**config.mk**
```make
export PLATFORM = sky130hd
export DESIGN_NAME = bcd_uart_tx
export DESIGN_NICKNAME = d
export VERILOG_FILES = /design/src/rtl/uart_pkg.sv /design/src/rtl/uart_tx_byte.sv /design/src/rtl/bcd_uart_tx.sv
export SDC_FILE = /design/constraint.sdc
export NUM_CORES = 1
export LEC_CHECK = 0
export CORE_MARGIN = 4
export CORE_UTILIZATION = 60
export CTS_BUF_LIST = sky130_fd_sc_hd__clkbuf_4 sky130_fd_sc_hd__clkbuf_8
export CTS_CLUSTER_SIZE = 16
export DETAILED_ROUTE_END_ITERATION = 7
export GPL_ROUTABILITY_DRIVEN = 0
export MAX_ROUTING_LAYER = met4
export PLACE_DENSITY = 0.82
export SLEW_MARGIN = 25
export SYNTH_ARGS = -nofsm -noshare
export SYNTH_HDL_FRONTEND = slang
export SYNTH_SLANG_ARGS = --single-unit
```
**constraint.sdc**
```tcl
create_clock -name clk -period 2.35 [get_ports clk]
set_input_delay 0.47 -clock clk [delete_from_list [all_inputs] [get_ports clk]]
set_output_delay 0.47 -clock clk [all_outputs]
set_load 0.005 [all_outputs]
```
**src/rtl/uart_pkg.sv**
```systemverilog
// Shared types and helpers for the BCD-to-UART text path.
// Latency: n/a (types, constants and a pure function only).
// Backpressure: n/a.
package uart_pkg;

  typedef enum logic [1:0] {IDLE, START, DATA, STOP} byte_state_t;
  typedef enum logic [1:0] {M_IDLE, M_SEND, M_DONE} msg_state_t;

  localparam logic [7:0] ASCII_ZERO  = 8'h30;
  localparam logic [7:0] ASCII_QMARK = 8'h3F;
  localparam logic [7:0] ASCII_CR    = 8'h0D;
  localparam logic [7:0] ASCII_LF    = 8'h0A;

  // Non-decimal codes (10..15) print as '?' so a corrupt digit is visible on the terminal.
  function automatic logic [7:0] bcd_to_ascii(input logic [3:0] d);
    if (d <= 4'd9) return ASCII_ZERO + {4'b0000, d};
    else           return ASCII_QMARK;
  endfunction

endpackage

```
**src/rtl/uart_tx_byte.sv**
```systemverilog
// Single-byte UART 8N1 serializer: start bit, 8 data bits LSB first, stop bit.
// Latency: tx falls on the edge that accepts send; each bit lasts CLKS_PER_BIT cycles.
// Backpressure: ready is high in IDLE and in the last stop-bit cycle, so frames chain with no gap.
module uart_tx_byte
  import uart_pkg::*;
#(
  parameter int CLKS_PER_BIT = 104
) (
  input  logic       clk,
  input  logic       n_rst,
  input  logic       send,
  input  logic [7:0] data,
  output logic       tx,
  output logic       ready
);

  localparam int CW = (CLKS_PER_BIT > 1) ? $clog2(CLKS_PER_BIT) : 1;

  byte_state_t   state;
  logic [CW-1:0] baud_cnt;
  logic [2:0]    bit_idx;
  logic [7:0]    shreg;
  logic          baud_tc;

  assign baud_tc = (baud_cnt == CW'(CLKS_PER_BIT - 1));
  // Accepting in the final stop cycle lets the next start bit follow directly.
  assign ready   = (state == IDLE) || ((state == STOP) && baud_tc);

  // Bit sequencer; tx is registered so the line never glitches.
  always_ff @(posedge clk or negedge n_rst) begin
    if (!n_rst) begin
      state    <= IDLE;
      baud_cnt <= '0;
      bit_idx  <= '0;
      shreg    <= '0;
      tx       <= 1'b1;
    end else begin
      case (state)
        IDLE: begin
          baud_cnt <= '0;
          if (send) begin
            state <= START;
            shreg <= data;
            tx    <= 1'b0;
          end
        end
        START: begin
          if (baud_tc) begin
            baud_cnt <= '0;
            bit_idx  <= '0;
            state    <= DATA;
            tx       <= shreg[0];
          end else begin
            baud_cnt <= baud_cnt + CW'(1);
          end
        end
        DATA: begin
          if (baud_tc) begin
            baud_cnt <= '0;
            if (bit_idx == 3'd7) begin
              bit_idx <= '0;
              state   <= STOP;
              tx      <= 1'b1;
            end else begin
              bit_idx <= bit_idx + 3'd1;
              shreg   <= {1'b0, shreg[7:1]};
              tx      <= shreg[1];
            end
          end else begin
            baud_cnt <= baud_cnt + CW'(1);
          end
        end
        STOP: begin
          if (baud_tc) begin
            baud_cnt <= '0;
            if (send) begin
              state <= START;
              shreg <= data;
              tx    <= 1'b0;
            end else begin
              state <= IDLE;
            end
          end else begin
            baud_cnt <= baud_cnt + CW'(1);
          end
        end
        default: begin
          state <= IDLE;
          tx    <= 1'b1;
        end
      endcase
    end
  end

endmodule

```
**src/rtl/bcd_uart_tx.sv**
```systemverilog
// Prints a two-digit BCD value as ASCII over UART 8N1 (optional CR/LF with BCD_UART_CRLF_EN).
// Latency: tx falls one edge after start is accepted; done pulses N*10*CLKS_PER_BIT cycles later.
// Backpressure: none; start is only accepted while busy is low, requests during a message are dropped.
module bcd_uart_tx
  import uart_pkg::*;
#(
  parameter int CLKS_PER_BIT = 104
) (
  input  logic       clk,
  input  logic       n_rst,
  input  logic       start,
  input  logic [3:0] tens,
  input  logic [3:0] ones,
  output logic       busy,
  output logic       done,
  output logic       tx
);

`ifdef BCD_UART_CRLF_EN
  localparam logic [2:0] NCHARS = 3'd4;
`else
  localparam logic [2:0] NCHARS = 3'd2;
`endif

  msg_state_t mstate;
  logic [2:0] char_idx;   // next char to hand off; NCHARS means all handed off
  logic [3:0] tens_q;
  logic [3:0] ones_q;
  logic [7:0] char_dat;
  logic       send;
  logic       ready;

  assign busy = (mstate == M_SEND);
  assign done = (mstate == M_DONE);
  assign send = (mstate == M_SEND) && (char_idx < NCHARS);

  // Character select for the current position in the message.
  always_comb begin
    char_dat = ASCII_LF;
    case (char_idx[1:0])
      2'd0:    char_dat = bcd_to_ascii(tens_q);
      2'd1:    char_dat = bcd_to_ascii(ones_q);
      2'd2:    char_dat = ASCII_CR;
      default: char_dat = ASCII_LF;
    endcase
  end

  // Message sequencer; DONE also accepts start so a held request restarts immediately.
  always_ff @(posedge clk or negedge n_rst) begin
    if (!n_rst) begin
      mstate   <= M_IDLE;
      char_idx <= '0;
      tens_q   <= '0;
      ones_q   <= '0;
    end else begin
      case (mstate)
        M_IDLE, M_DONE: begin
          if (start) begin
            mstate   <= M_SEND;
            char_idx <= '0;
            tens_q   <= tens;
            ones_q   <= ones;
          end else begin
            mstate <= M_IDLE;
          end
        end
        M_SEND: begin
          if (send && ready) begin
            char_idx <= char_idx + 3'd1;
          end else if ((char_idx == NCHARS) && ready) begin
            // ready here means the last stop bit has just finished.
            mstate <= M_DONE;
          end
        end
        default: mstate <= M_IDLE;
      endcase
    end
  end

  uart_tx_byte #(
    .CLKS_PER_BIT(CLKS_PER_BIT)
  ) u_tx_byte (
    .clk  (clk),
    .n_rst(n_rst),
    .send (send),
    .data (char_dat),
    .tx   (tx),
    .ready(ready)
  );

endmodule

```
### After elaboration in Yosys (flattened, before gate mapping)

Cells that the tools add are included.

* equal/unequal tests: 20
* reduce and logical (&&, ||, !) cells: 20
* add/sub/neg operators: 5
* $lt $le $gt $ge: 3
* mux-type cells: 34

Operators with widths (number)
* 8-bit one-hot mux with 3 select lines: 2
* 8-bit 2-to-1 mux: 4
* 7-bit 2-to-1 mux: 3
* 3-bit 2-to-1 mux: 5
* 6-bit by 4-bit adder with 7-bit output, first input constant: 2
* 2-bit 2-to-1 mux: 7
* 7-bit one-hot mux with 2 select lines: 1
* 2-bit by 1-bit inequality test with 1-bit output, second input constant: 6
* 3-bit one-hot mux with 2 select lines: 2
* 3-bit AND reduction: 3
* 2-bit == test, second input constant: 4
* 4-bit less-or-equal comparator, second input constant: 2
* 2-bit inequality test, second input constant: 4
* 2-bit one-hot mux with 4 select lines: 1
* 7-bit by 1-bit adder with 7-bit output, second input constant: 1
* 7-bit == test, second input constant: 1
* 1-bit 2-to-1 mux: 7
* 3-bit by 1-bit adder with 3-bit output, second input constant: 2
* 2-bit by 1-bit == test with 1-bit output, second input constant: 3
* 2-bit logical NOT: 3
* 5-bit AND reduction: 1
* 1-bit logical AND: 4
* 1-bit one-hot mux with 4 select lines: 1
* 2-bit one-hot mux with 2 select lines: 1
* 10 further kinds: 12

* input port bits: 11
* register bits after elaboration: 34
* word-level logic and storage cells: 91

### Longest topological paths before layout

Gate-level depths: netlist of run 1.

* depth in word-level cells: 7
* mapped depth: 7
* depth with buffers taken out: 6

### By module

From an unflattened synthesis of run 1, not the netlist that was laid out.

* cells, all modules: 179
* area total of the unflattened synthesis: 1943.1 um^2

Modules (own cells, without submodules)
* uart_tx_byte: cells each 96, times used 1, area an instance 1214.9 um^2, seq. area each 526.8 um^2
* bcd_uart_tx: cells each 83, times used 1, area an instance 728.2 um^2, seq. area each 325.3 um^2

### Least setup slack after synthesis of run 1

OpenSTA, ideal clock, no wires.

* path kind: register to register
* from: register char_idx[1]
* to: register u_tx_byte.shreg[0]
* stages on the path, launching flop included: 5
* library setup time: 125 ps
* clock period less this slack: 1988 ps
* arrival time: 1863 ps
* path buffers: 0
* required time: 2225 ps
* setup slack: 362 ps
* path through: dfrtp_1 or4b_4 or3_4 o22ai_4 mux2_4

* longest elaborated chain between the ends: 5

Ends and longest elaborated chain
* start, declared: line bcd_uart_tx.sv:26 `logic [2:0] char_idx;`
* start signal, assigned: line bcd_uart_tx.sv:69 `char_idx <= char_idx + 3'd1;`
* 3-bit by 2-bit < comparator with 1-bit output (tied with other cells): line bcd_uart_tx.sv:35 `assign send = (mstate == M_SEND) && (char_idx < NCHARS);`
* 1-bit logical AND or 8-bit one-hot mux with 3 select lines (tied branches): line bcd_uart_tx.sv:35, bcd_uart_tx.sv:40
* 8-bit 2-to-1 mux *: line uart_tx_byte.sv:41, uart_tx_byte.sv:76
* 8-bit 2-to-1 mux: line uart_tx_byte.sv:74 `if (baud_tc) begin`
* 8-bit one-hot mux with 3 select lines *: line uart_tx_byte.sv:38 `case (state)`
* end signal, assigned: line uart_tx_byte.sv:43 `shreg <= data;`
* end signal, assigned: line uart_tx_byte.sv:66 `shreg <= {1'b0, shreg[7:1]};`
* end signal, assigned: line uart_tx_byte.sv:78 `shreg <= data;`
* end, declared: line uart_tx_byte.sv:22 `logic [7:0] shreg;`

Mark *: on every way between the ends. The rest lies on a longest branch, timed or not. The select of a mux whose other input is x is not followed.
A chain may end at the register's enable or synchronous reset.

### Final worst setup path of run 1

* from: register char_idx[1]
* to: register u_tx_byte.shreg[1]

The elaborated chain is that of the path after synthesis.

==> run_results.csv, run 1 <==
group,metric,value,unit
global_routing,first_global_vias,1382,
sta,slew_headroom,66.0,%
sta,timing_worst_slew_pin_value,0.509,ns
yosys,synth_area_per_cell,10.4,um2
yosys,synth_enable_flop_cells,0,
global_routing,gr-total-overflow,0,
detailed_routing,drt-pass1-iter-count,4,
worst_setup_path,worstReg2RegStart,"char_idx[1]",
worst_setup_path,crit_start,"char_idx[1]",
worst_setup_path,ff2ff_setup_slack,0.22,ns
final_layout,nets,215,
min_path,min_path_type,"reg -> reg",
worst_setup_path,crit_required,2.57,ns
final_layout,post_route_cells_drive_above_1_share,13.1,%
clock_tree,cts_root_buffer,"sky130_fd_sc_hd__clkbuf_4",
sta,period_minus_slack,2.13,ns
flow_run,drv.max_cap_violation_count,0,
detailed_routing,routed_wirelength,3.47,mm
yosys,synthesis.instances,174,
global_routing,grt_util_all_layers,19.9,%
placed_design,dpl.hpwl,2.67,mm
final_layout,antenna_cells,0,
floorplanning,io_pins,14,
sta,total_count_of_hold_check_failures_in_the_final_report,0,
clock_tree,h-tree-depth,2,
floorplanning,floorplan.die.width,62.8,um
detailed_routing,routed-via-count,1348,
floorplanning,die_height,62.8,um
detailed_routing,wl_met2,1.74,mm
placed_design,dpl_cell_area,1950,um2
power,power-per-cell-area,482,nW/um2
yosys,seq_area_frac_synth,44.5,%
final_layout,layout.cells.most_common,"sky130_fd_sc_hd__dfrtp_1",
detailed_routing,detailedRoute.firstIterationViolations,54,
yosys,ys.flop_type,"sky130_fd_sc_hd__dfrtp_1",
run_status,outcome,"finished, final reports clean",
yosys,synth_warnings,0,
detailed_routing,antenna_violating_nets_left,0,
yosys,synthArstFlopShare,100,%
final_layout,num-fill-cells,210,
global_routing,grt_pass1_wl,6.11,mm
clock_tree,holdBufCountCts,0,
detailed_routing,viasPerCell,6.07,
clock_tree,clkSinkCount,32,
power,power_leakage,0.000966,uW
floorplanning,initial_utilization,64.3,%
floorplanning,rows,19,
clock_tree,clock_path_buffers,2,
sta,setup_viol_count_final,0,
worst_setup_path,critical_path_fanouts_max,7,
clock_tree,cts_resized,0,
yosys,synth_cell_types,46,
clock_tree,tritoncts.num_buffers,5,
floorplanning,fp.coreArea,2810,um2
clock_tree,clock_tree_from_tritoncts,"built",
final_layout,layout_common_cells,"31 x sky130_fd_sc_hd__dfrtp_1, 29 x sky130_fd_sc_hd__nand2_1, 14 x sky130_fd_sc_hd__ha_1",
detailed_routing,remaining_drc_errors,0,
sta,max_freq,469,MHz
sta,period_share,90.7,%
global_routing,largest_net_degree_at_the_start_of_global_routing,33,
global_routing,initial_antenna_violation_count,0,
detailed_routing,route.detailed.wl_per_inst,15.6,um
yosys,synth_nets,199,
yosys,post_synth_instance_area,1800,um2
yosys,synth_seq_cells,32,
sta,drv_slew,0,
placed_design,numPortBuffers,13,
power,vdd_ir_drop_max,363,uV
worst_setup_path,timing.critical_path.cells,"or4b_4, or3_4, o22ai_4, mux2_4",
detailed_routing,metal3_wl,160,um
worst_setup_path,worstPathArrival,2.35,ns
sta,worst_setup_skew_after_layout,0.00671,ns
worst_setup_path,critical_path.endpoint_type,"flip-flop",
final_layout,final_core_utilization,71.8,%
sta,rsz0062_at_grt,"false",
worst_setup_path,path_class,"reg -> reg",
worst_setup_path,critical-path-max-stage-delay,0.60,ns
worst_setup_path,worst_path_max_delay_cell,"sky130_fd_sc_hd__or4b_4",
clock_tree,cts_setup_buffers,0,
min_path,worst_hold_startpoint,"u_tx_byte.baud_cnt[0]",
worst_setup_path,worstSetupStartpointType,"flip-flop",
sta,fin_tns_setup,0,ns
final_layout,syn2layout_area_growth,11.7,%
floorplanning,floorplan.die_area,3950,um2
detailed_routing,highest_layer,"met4",
clock_tree,cts.reportedPaths.clkPinSlew,0.10,ns
detailed_routing,wirelength_met1,1.54,mm
final_layout,layout.cell_area.non_filler,2010,um2
clock_tree,clock_insertion_delay_worst_skew,0.33,ns
==> path summary, 6_finish.rpt <==
path	endpoint	depth (start not counted)
hold reg to reg	u_tx_byte.baud_cnt[0]	1
setup / recovery	u_tx_byte.shreg[1]	4
max in group asynchronous	u_tx_byte.tx	2
min in group asynchronous	mstate[1]	2
setup reg to reg	u_tx_byte.shreg[1]	4
hold / removal	u_tx_byte.baud_cnt[0]	1
==> worst max-delay path, delay by kind of cell (launching register included) <==
kind | cells | cell delay, ns
simple gates | 2 | 0.96
compound gates | 1 | 0.26
mux | 1 | 0.34
flops | 1 | 0.47
==> state kept, by name (all words and copies together), names as in the netlist <==
name and count:
u_tx_byte.state 2, char_idx 3, ones_q 4, u_tx_byte.baud_cnt 7, tens_q 4, mstate 2
u_tx_byte.tx 1, u_tx_byte.bit_idx 3, u_tx_byte.shreg 6
==> final cells by class <==
class / instances / area, um2 / share of cell area [%]
clock inverter: 1 / 7.51 / 0.373
multi-input combinational: 129 / 936 / 46.5
tap: 31 / 38.8 / 1.93
sequential: 32 / 802 / 39.8
timing repair buffer: 15 / 145 / 7.20
inverter: 7 / 26.3 / 1.30
clock buffer: 7 / 58.8 / 2.92
==> report_power, final <==
group	internal, uW	switching [uW]
clock	158	185
sequential	562	10.8
combinational	31.5	23.1
==> per-layer routing <==
layer | global-route usage, % | vias up
met3 | 4.14 | 5
met2 | 31.3 | 36
met1 | 25.1 | 664
met4 | 7.99 | 0
li1 | - | 643
met5 | - | -
==> synth_stat cells (all sizes together), types with 3 or more instances <==
cell | instances | area share [%]
a21o | 5 | 2.1
a21oi | 4 | 1.1
clkbuf | 4 | 1.4
dfrtp | 31 | 43
ha | 14 | 9.7
inv | 7 | 1.5
mux2 | 7 | 5.4
mux2i | 3 | 1.7
nand2 | 29 | 6.0
nand2b | 3 | 1.0
nand3 | 4 | 1.1
nor2 | 7 | 1.5
nor2b | 4 | 1.4
nor3 | 6 | 1.7
nor3b | 3 | 1.5
o21ai | 10 | 2.8
==> per-stage QoR <==
step	hold slack (ns)	total power (uW)	std cells	setup slack [ns]
final	0.476	971	222	0.219
after global routing	0.505	1020	222	0.173
after CTS	0.478	979	222	0.216
after detailed placement	0.461	639	214	0.227
after global placement	0.454	635	214	0.322
after floorplan	0.174	602	174	0.362
==> cell families after synthesis <==
logic type / Yosys count / synth area share [%]
fa+ha+maj: 14 / 9.71
mux: 10 / 7.07
buf+inv: 13 / 3.68
simple gates: 63 / 17.8
xor+xnor: 4 / 1.94
flops: 32 / 44.5
compound gates: 38 / 15.4
Power figures use the tool's default switching activity.
==> inputs of run 2 (changes only) <==
--- a/config.mk
+++ b/config.mk
@@ -13,7 +13,7 @@
 export GPL_ROUTABILITY_DRIVEN = 0
 export MAX_ROUTING_LAYER = met4
 export PLACE_DENSITY = 0.82
-export SLEW_MARGIN = 25
+export SLEW_MARGIN = 30
 export SYNTH_ARGS = -nofsm -noshare
 export SYNTH_HDL_FRONTEND = slang
 export SYNTH_SLANG_ARGS = --single-unit
==> results of run 2 <==
Final layout, timing and power as in run 1 (identical DEF).
==> inputs of run 3 (changes only) <==
--- a/config.mk
+++ b/config.mk
@@ -5,7 +5,7 @@
 export SDC_FILE = /design/constraint.sdc
 export NUM_CORES = 1
 export LEC_CHECK = 0
-export CORE_MARGIN = 4
+export CORE_MARGIN = 2
 export CORE_UTILIZATION = 60
 export CTS_BUF_LIST = sky130_fd_sc_hd__clkbuf_4 sky130_fd_sc_hd__clkbuf_8
 export CTS_CLUSTER_SIZE = 16
==> constraint.sdc (replaced) <==
create_clock -name clk -period 2.35 [get_ports clk]
set_input_delay 0.705 -clock clk [delete_from_list [all_inputs] [get_ports clk]]
set_output_delay 0.705 -clock clk [all_outputs]
set_load 0.01 [all_outputs]
==> run 3 against run 2 <==
Compared with the run above:
- the flow now finishes with violations (DRC)
- routed wire length shrank 0.89%
- total power grew 1.2%
- sequential power is essentially flat
- cell area grew 0.12%
- sequential share of layout area is essentially flat
- count of clock-buffer cells in the layout grew 1
- core utilization grew 0.089 points
- maximum frequency shrank 5.9%
==> run_results.csv, run 3 (same netlist as run 1, synthesis figures left out) <==
group,metric,value,unit
clock_tree,cts_resized,0,
placed_design,numPortBuffers,13,
worst_setup_path,worstPathArrival,1.56,ns
final_layout,final_core_utilization,71.9,%
sta,period_share,96.4,%
global_routing,met1_usage,30.0,%
worst_setup_path,crit_start,"mstate[1]",
global_routing,first_global_vias,1368,
run_status,outcome,"finished, violations left",
final_layout,layout_common_cells,"31 x sky130_fd_sc_hd__dfrtp_1, 29 x sky130_fd_sc_hd__nand2_1, 14 x sky130_fd_sc_hd__ha_1",
detailed_routing,routed-via-count,1292,
global_routing,use_met3,6.59,%
power,power_leakage,0.000970,uW
detailed_routing,route.detailed.wl_per_inst,15.5,um
power,swShare,22.2,%
detailed_routing,routed_wirelength,3.44,mm
power,share_seq_of_total_power,58.3,%
floorplanning,rows,19,
sta,slew_headroom,65.6,%
detailed_routing,viasPerCell,5.82,
worst_setup_path,ff2ff_setup_slack,0.25,ns
clock_tree,clkSinkCount,32,
min_path,min_path_type,"reg -> reg",
floorplanning,initial_utilization,64.3,%
detailed_routing,antenna_violating_nets_left,0,
global_routing,globalRoute.busiestLayer,"met2",
sta,total_count_of_hold_check_failures_in_the_final_report,0,
power,power-per-cell-area,487,nW/um2
sta,max_freq,442,MHz
clock_tree,cts_root_buffer,"sky130_fd_sc_hd__clkbuf_4",
global_routing,grt_util_all_layers,23.9,%
global_routing,grt_pass1_wl,6.07,mm
sta,rsz0062_at_grt,"false",
power,p_sw,218,uW
final_layout,antenna_cells,0,
final_layout,layout.cells.most_common,"sky130_fd_sc_hd__dfrtp_1",
placed_design,dpl_cell_area,1950,um2
placed_design,dpl.hpwl,2.51,mm
power,internal_power,764,uW
run_status,violations_in_the_final_reports,"DRC",
floorplanning,io_pins,14,
sta,worst_setup_skew_after_layout,0.00750,ns
clock_tree,clock_path_buffers,2,
sta,timing_worst_slew_pin_value,0.515,ns
worst_setup_path,crit_end,"busy",
final_layout,top_register,"u_tx_byte.baud_cnt",
clock_tree,h-tree-depth,2,
floorplanning,die_height,58.8,um
global_routing,fraction_of_met2_tracks_used_by_global_routing,37.5,%
final_layout,nets,215,
global_routing,largest_net_degree_at_the_start_of_global_routing,33,
final_layout,layout.cell_area.non_filler,2020,um2
final_layout,max_reg_flops,7,
sta,drv_slew,0,
power,vdd_ir_drop_max,386,uV
clock_tree,tritoncts.num_buffers,5,
worst_setup_path,worstSetupStartpointType,"flip-flop",
final_layout,syn2layout_area_growth,11.8,%
worst_setup_path,ff2ff_path_depth,4,
worst_setup_path,worstReg2RegEnd,"u_tx_byte.shreg[0]",
detailed_routing,detailedRoute.firstIterationViolations,37,
power,comb_power_share,5.4,%
floorplanning,floorplan.die_area,3460,um2
final_layout,largest_registers,"u_tx_byte.baud_cnt: 7 flops, u_tx_byte.shreg: 6 flops",
power,totalPowerFinal,982,uW
detailed_routing,drt-pass1-iter-count,6,
worst_setup_path,critical_path_fanouts_max,4,
clock_tree,clock_tree_from_tritoncts,"built",
worst_setup_path,critical_path.endpoint_type,"output port",
power,pwr-share-clk,36.2,%
sta,setup_viol_count_final,0,
worst_setup_path,worstReg2RegStart,"char_idx[1]",
clock_tree,cts.reportedPaths.clkPinSlew,0.10,ns
clock_tree,cts_setup_buffers,0,
detailed_routing,remaining_drc_errors,1,
global_routing,initial_antenna_violation_count,0,
worst_setup_path,crit_required,1.64,ns
flow_run,drv.max_cap_violation_count,0,
clock_tree,clock_insertion_delay_worst_skew,0.34,ns
clock_tree,holdBufCountCts,0,
floorplanning,floorplan.die.width,58.8,um
final_layout,post_route_cells_drive_above_1_share,13.6,%
floorplanning,fp.coreArea,2810,um2
sta,period_minus_slack,2.26,ns
sta,fin_tns_setup,0,ns
worst_setup_path,path_class,"reg -> out",
final_layout,num-fill-cells,214,
global_routing,gr-total-overflow,0,
## run 3: how the worst min path moves through the flow
stage / start / endpoint / cells past startpoint
finish: u_tx_byte.baud_cnt[0] / u_tx_byte.baud_cnt[0] / 1
global route: tens_q[0] / tens_q[0] / 2
CTS: tens_q[0] / tens_q[0] / 2
detailed placement: u_tx_byte.baud_cnt[0] / u_tx_byte.baud_cnt[0] / 1
global placement: u_tx_byte.baud_cnt[0] / u_tx_byte.baud_cnt[0] / 1
floorplan: n_rst / char_idx[0] / 0
## run 3: critical path, cell delays in order, from the launching register on
cell and delay (ns):
sky130_fd_sc_hd__dfrtp_1 0.40, sky130_fd_sc_hd__nand2b_2 0.22, sky130_fd_sc_hd__inv_1 0.07, sky130_fd_sc_hd__clkdlybuf4s50_1 0.53
## run 3: power groups by stage
| stage | logic [uW] | registers, uW | clock network [uW] |
|---|---|---|---|
| floorplan | 22.2 | 580 | 0 |
| global placement | 52.7 | 582 | 0 |
| detailed placement | 54.2 | 583 | 0 |
| CTS | 54.6 | 573 | 359 |
| global route | 60.6 | 574 | 381 |
| finish | 53.5 | 573 | 355 |
## run 3: area by class of cell
type,count,area [um2],area share (%)
multi-input cells,129,938,46.5
clock buffers,8,66.3,3.29
repair buffers,15,145,7.20
well taps,31,38.8,1.92
inverters,7,26.3,1.30
flip-flops and latches,32,802,39.8
## run 3: routing by layer
layer	share of wire, %	routed length [um]
met1	47	1610
met2	47	1620
met3	4.4	150
met4	1.5	53
met5	0	0
## run 3: through the flow
| step | hold slack [ns] | std cells | worst slack, ns |
|---|---|---|---|
| after floorplan | 0.409 | 174 | 0.362 |
| after global routing | 0.518 | 222 | 0.00566 |
| after global placement | 0.458 | 214 | 0.324 |
| after CTS | 0.488 | 222 | 0.0733 |
| final | 0.486 | 222 | 0.0852 |
| after detailed placement | 0.462 | 214 | 0.265 |
